$ cat src/rtl/regfile_pkg.sv
// Shared types and constants for the multi-port integer register file.
// Default geometry matches the RV32I architectural register set.
package regfile_pkg;

    typedef enum logic {
        INIT,
        READY
    } rf_state_e;

    localparam int DEF_XLEN  = 32;
    localparam int DEF_DEPTH = 32;

    // Address width for a given register count; never narrower than one bit.
    function automatic int addr_w(input int depth);
        return (depth > 1) ? $clog2(depth) : 1;
    endfunction

endpackage

$ cat src/rtl/regfile_scoreboard.sv
// Per-register busy scoreboard: issue sets, writeback clears, set beats clear.
// Lookup hides a busy bit whose producer is writing back in the same cycle.
module regfile_scoreboard
    import regfile_pkg::*;
#(
    parameter int DEPTH  = DEF_DEPTH,
    parameter int NUM_RD = 2,
    parameter int NUM_WR = 1,
    parameter int AW     = addr_w(DEPTH)
) (
    input  logic                          clk,
    input  logic                          rst,
    input  logic                          clr,
    input  logic                          set_en,
    input  logic [AW-1:0]                 set_addr,
    input  logic [NUM_WR-1:0]             clr_en,
    input  logic [NUM_WR-1:0][AW-1:0]     clr_addr,
    input  logic [NUM_RD-1:0]             rd_en,
    input  logic [NUM_RD-1:0][AW-1:0]     rd_addr,
    output logic [NUM_RD-1:0]             rd_busy
);

    logic [DEPTH-1:0]  busy_q;
    logic [DEPTH-1:0]  busy_next;
    logic [NUM_RD-1:0] wr_hit;
    logic [NUM_RD-1:0] set_hit;

    always_comb begin
        busy_next = busy_q;
        for (int w = 0; w < NUM_WR; w++) begin
            if (clr_en[w]) begin
                busy_next[clr_addr[w]] = 1'b0;
            end
        end
        if (set_en) begin
            busy_next[set_addr] = 1'b1;
        end
        busy_next[0] = 1'b0;
    end

    always_ff @(posedge clk or posedge rst) begin
        if (rst) begin
            busy_q <= '0;
        end else if (clr) begin
            busy_q <= '0;
        end else begin
            busy_q <= busy_next;
        end
    end

    // A same-cycle writeback retires the producer unless a new one issues now.
    always_comb begin
        wr_hit  = '0;
        set_hit = '0;
        rd_busy = '0;
        for (int p = 0; p < NUM_RD; p++) begin
            for (int w = 0; w < NUM_WR; w++) begin
                if (clr_en[w] && clr_addr[w] == rd_addr[p]) begin
                    wr_hit[p] = 1'b1;
                end
            end
            set_hit[p] = set_en && (set_addr == rd_addr[p]);
            rd_busy[p] = rd_en[p] && (rd_addr[p] != '0) && busy_q[rd_addr[p]]
                         && !(wr_hit[p] && !set_hit[p]);
        end
    end

endmodule

$ cat src/rtl/regfile_mp.sv
// Multi-port integer register file with same-cycle write bypass, a busy
// scoreboard and a hardware init sequencer that zeroes the array.
module regfile_mp
    import regfile_pkg::*;
#(
    parameter int XLEN   = DEF_XLEN,
    parameter int DEPTH  = DEF_DEPTH,
    parameter int NUM_RD = 2,
    parameter int NUM_WR = 1,
    parameter int AW     = addr_w(DEPTH)
) (
    input  logic                          clk,
    input  logic                          rst,
    input  logic                          clr,
    output logic                          ready,
    input  logic [NUM_RD-1:0]             rd_en,
    input  logic [NUM_RD-1:0][AW-1:0]     rd_addr,
    output logic [NUM_RD-1:0][XLEN-1:0]   rd_data,
    output logic [NUM_RD-1:0]             rd_busy,
    input  logic [NUM_WR-1:0]             wr_en,
    input  logic [NUM_WR-1:0][AW-1:0]     wr_addr,
    input  logic [NUM_WR-1:0][XLEN-1:0]   wr_data,
    input  logic                          iss_en,
    input  logic [AW-1:0]                 iss_addr
);

    rf_state_e         state;
    rf_state_e         next_state;
    logic [AW-1:0]     init_cnt;
    logic [AW-1:0]     next_cnt;
    logic [XLEN-1:0]   regs [DEPTH];
    logic [NUM_WR-1:0] wr_act;
    logic [NUM_RD-1:0] rd_act;
    logic              iss_act;

    always_ff @(posedge clk or posedge rst) begin
        if (rst) begin
            state    <= INIT;
            init_cnt <= AW'(1);
        end else begin
            state    <= next_state;
            init_cnt <= next_cnt;
        end
    end

    always_comb begin
        next_state = state;
        next_cnt   = init_cnt;
        if (clr) begin
            next_state = INIT;
            next_cnt   = AW'(1);
        end else begin
            case (state)
                INIT: begin
                    next_cnt = init_cnt + AW'(1);
                    if (init_cnt == AW'(DEPTH - 1)) begin
                        next_state = READY;
                    end
                end
                READY: next_state = READY;
                default: next_state = INIT;
            endcase
        end
    end

    assign ready = (state == READY);

    // Writes to x0 and everything during INIT or a clear cycle are dropped.
    always_comb begin
        wr_act = '0;
        for (int w = 0; w < NUM_WR; w++) begin
            wr_act[w] = ready && !clr && wr_en[w] && (wr_addr[w] != '0);
        end
    end

    assign iss_act = ready && !clr && iss_en && (iss_addr != '0);
    assign rd_act  = ready ? rd_en : '0;

    // Later write ports are assigned last, so the highest index wins a conflict.
    always_ff @(posedge clk) begin
        if (state == INIT) begin
            regs[init_cnt] <= '0;
        end else begin
            for (int w = 0; w < NUM_WR; w++) begin
                if (wr_act[w]) begin
                    regs[wr_addr[w]] <= wr_data[w];
                end
            end
        end
    end

    always_comb begin
        rd_data = '0;
        for (int p = 0; p < NUM_RD; p++) begin
            rd_data[p] = regs[rd_addr[p]];
            for (int w = 0; w < NUM_WR; w++) begin
                if (wr_act[w] && wr_addr[w] == rd_addr[p]) begin
                    rd_data[p] = wr_data[w];
                end
            end
            if (!rd_act[p] || rd_addr[p] == '0) begin
                rd_data[p] = '0;
            end
        end
    end

    regfile_scoreboard #(
        .DEPTH  (DEPTH),
        .NUM_RD (NUM_RD),
        .NUM_WR (NUM_WR),
        .AW     (AW)
    ) u_scoreboard (
        .clk      (clk),
        .rst      (rst),
        .clr      (clr),
        .set_en   (iss_act),
        .set_addr (iss_addr),
        .clr_en   (wr_act),
        .clr_addr (wr_addr),
        .rd_en    (rd_act),
        .rd_addr  (rd_addr),
        .rd_busy  (rd_busy)
    );

endmodule

$ cat config.mk
export PLATFORM = sky130hd
export DESIGN_NAME = regfile_mp
export DESIGN_NICKNAME = d
export VERILOG_FILES = /design/src/rtl/regfile_pkg.sv /design/src/rtl/regfile_scoreboard.sv /design/src/rtl/regfile_mp.sv
export SDC_FILE = /design/constraint.sdc
export NUM_CORES = 1
export LEC_CHECK = 0
export CAP_MARGIN = 20
export CORE_ASPECT_RATIO = 1.25
export CORE_MARGIN = 1.5
export CORE_UTILIZATION = 50
export DETAILED_ROUTE_END_ITERATION = 10
export HOLD_SLACK_MARGIN = 0.15
export PLACE_DENSITY = 0.64
export SLEW_MARGIN = 20
export SYNTH_ARGS = -nofsm -noshare
export SYNTH_HDL_FRONTEND = slang
export SYNTH_SLANG_ARGS = --single-unit
$ cat constraint.sdc
create_clock -name clk -period 4.65 [get_ports clk]
set_clock_uncertainty 0.15 [all_clocks]
set_input_delay 0.6975 -clock clk [delete_from_list [all_inputs] [get_ports clk]]
set_output_delay 0.6975 -clock clk [all_outputs]
set_load 0.1 [all_outputs]
==> results_dict.tcl <==
set metrics [dict create \
    synth_top_family_by_area "multiplexers" \
    slowest_delay_ps 700 \
    reg2regPathDepth 6 \
    layout_common_cells "edfxtp_1, mux4_2, mux2i_1" \
    cpMostUsedCell "buf_12" \
    worstSetupStartpointType "flop" \
    gp_congestion 0.891 \
    yosys-mux-area-fraction_pct 25.8 \
    post-cts-setup-buffers 0 \
    drtIter0Drc 3647 \
    synth_cells 2802 \
    die-area_um2 104000 \
    clk_pin_slew_ps 60 \
    worst_r2r_endpoint "regs[19][23]$_DFFE_PP_" \
    route.detailed.wl_per_inst_um 35.9 \
    critPathKind "reg -> out" \
    overflow 0 \
    synth_top_area_share_pct 60.5 \
    synth_area_leaders "edfxtp_1, mux4_2, mux2i_1" \
    io_pins 126 \
    cts_made_buffers 103 \
    ctsHtreeMaxLevel 3 \
    core_area_um2 101000 \
    yosys.area.top_type "edfxtp_1" \
    worstSkewPairLatency_ps 680 \
    cts_tree "yes" \
    post-place-cells 4209 \
    fillCellCount 7285 \
    portBuffers 125 \
    grt_max_degree 52 \
    setup_viol 0 \
    regArea_um2 31700 \
    path_cells "nand3b_1, a21o_1, o311ai_4, buf_12, nor3_1, a211o_1, buf_12" \
    synth-seq-cells 1061 \
    cap_violations 0 \
    tns_ps 0 \
    crit_family "compound AO/OA/AOI/OAI gates" \
    vdd_drop_max_uv 283 \
    hpwlAfterDp_mm 96.5 \
    synth_simple_gate_area_share_pct 3.80 \
    multi_input_area_um2 18300 \
    area_growth_pct 16.2 \
    slowest_stage "dfrtp_1" \
    syn-num-nets 2863 \
    fin_crit_ps 4440 \
    fin_crit_sh_pct 95.6 \
    outcome "finished, final reports clean" \
    netlist_area_um2 50800 \
    grt_usage_pct 30.7 \
    syn_avg_cell_area_um2 18.1 \
    synth-adder-area-share_pct 0.0493 \
    hold_buffers 0 \
    worst-path-buf-inv 2 \
    initial_utilization_pct 50.5 \
    cts_resized 0 \
    layout.cells.non_filler 4400 \
    rsz0062_at_grt "false" \
    async_flop_share_pct 3.49 \
    synth_flop_cell "edfxtp_1" \
    hold_viol 0 \
    drc 0 \
    synth_compound_area_share_pct 5.31 \
    finalNetCount 3055 \
    relSlewSlack_pct 20.9 \
    p_leak_nw 17.9 \
    cp_data_required_time_ps 3800 \
    ant_nets 0 \
    firstDrtPassIters 7 \
    grt_pass1_vias 32200 \
    cts-root-buf "clkbuf_16" \
    cp-end-kind "primary output" \
    drt-vias-per-instance 7.09 \
    antenna_found_initial 2 \
    hold_class "in -> async" \
    vias 31200 \
    die-height_um 359 \
    cts.path.max_buffers 3 \
    rows 130 \
    path_max_fanout 31 \
    wirelength_mm 158 \
    synth_seq_area_share_pct 62.4 \
    synth_cell_types 62 \
    cts_num_sinks 1061 \
    timing.rr.start "ready$_DFF_PP0_" \
    fmax_ghz 0.225 \
    yosys_warnings 0 \
    grt_pass1_wl_mm 226 \
    synth_edf_count 1024 \
    drive_gt1_share_pct 30.0 \
    final_common_cell "edfxtp_1" \
    yosys.area_share.xor_xnor_pct 0.397 \
    pwr_density_cell_nw_per_um2 348 \
    die_x_um 288 \
    regToRegSetupSlack_ps 1080 \
    cp_data_arrival_time_ps 3600 \
    drv_slew 0 \
    worst_slew_pin_slew_ps 1190 \
]
-- worst max path at each step --
stage | start | endpoint | slack [ps] | depth (start not counted)
2_1_floorplan | rd_addr[6] | rd_data[62] | 460 | 9
3_3_place_gp | wr_addr[2] | rd_data[12] | 390 | 8
3_5_place_dp | wr_addr[2] | rd_data[12] | 360 | 8
4_1_cts | ready$_DFF_PP0_ | rd_data[42] | 220 | 7
5_1_grt | ready$_DFF_PP0_ | rd_data[42] | 110 | 7
6_report | ready$_DFF_PP0_ | rd_data[42] | 210 | 7
-- flip-flops by register name (all words and copies together), names as in the netlist --
name                 flops
regs                  1024
u_scoreboard.busy_q     31
init_cnt                 5
ready                    1
-- Yosys cell counts (all sizes together) (41+ instances only) --
| library cell | instances |
|---|---|
| a21oi | 88 |
| buf | 110 |
| clkbuf | 119 |
| edfxtp | 1024 |
| mux2i | 256 |
| mux4 | 463 |
| nand2 | 72 |
| nand3 | 68 |
| nor2 | 49 |
| nor3 | 41 |
| o221ai | 124 |
| o22ai | 65 |
-- worst register-to-register path, delay by kind of cell, from the launching register on --
family          cells  cell delay, ps
simple gates        3             850
compound gates      2             980
flops               1             700
buf+inv             1             490
-- stage by stage --
step	util [%]	power (mW)	setup slack, ps	hold WS [ps]	cell area (µm²)
finish	58.6	20.5	205	298	59000
global placement	55.4	12.4	393	367	55700
floorplan	-	11.8	464	355	50800
detailed placement	55.4	12.4	357	382	55700
CTS	58.6	20.6	222	282	59000
global route	58.6	21.0	107	336	59000
-- cells by family after synthesis --
family	count (synthesis)
multiplexers	728
XOR/XNOR	23
AO/OA/AOI/OAI	379
flip-flops	1061
AND/OR/NAND/NOR	373
buffers and inverters	236
adder cells (fa/ha/maj)	2
-- routing by layer --
metal	vias up	routed length [µm]	GRT usage (%)	part of all wire, %
li1	12400	-	-	-
met1	16600	57800	39.8	37
met2	1816	79800	51.1	50
met5	-	0	0	0
met4	0	7680	14.2	4.9
met3	391	12800	4.60	8.1
-- layout make-up --
type	instances	share of cell area (%)
clock buffers	133	4.63
clock inverters	56	0.916
well taps	1320	2.80
multi-input cells	1505	31.0
flip-flops and latches	1061	53.7
diodes	2	0.00848
inverters	7	0.0530
repair buffers	316	6.93
-- power breakdown --
group	leakage (nW)	total, mW	internal, mW	switching, mW
clock	1.58	8.30	4.69	3.61
sequential	8.62	10.6	10.5	0.0819
combinational	7.69	1.63	0.649	0.980
total	17.9	20.5	15.9	4.67
Power figures use the tool's default switching activity.
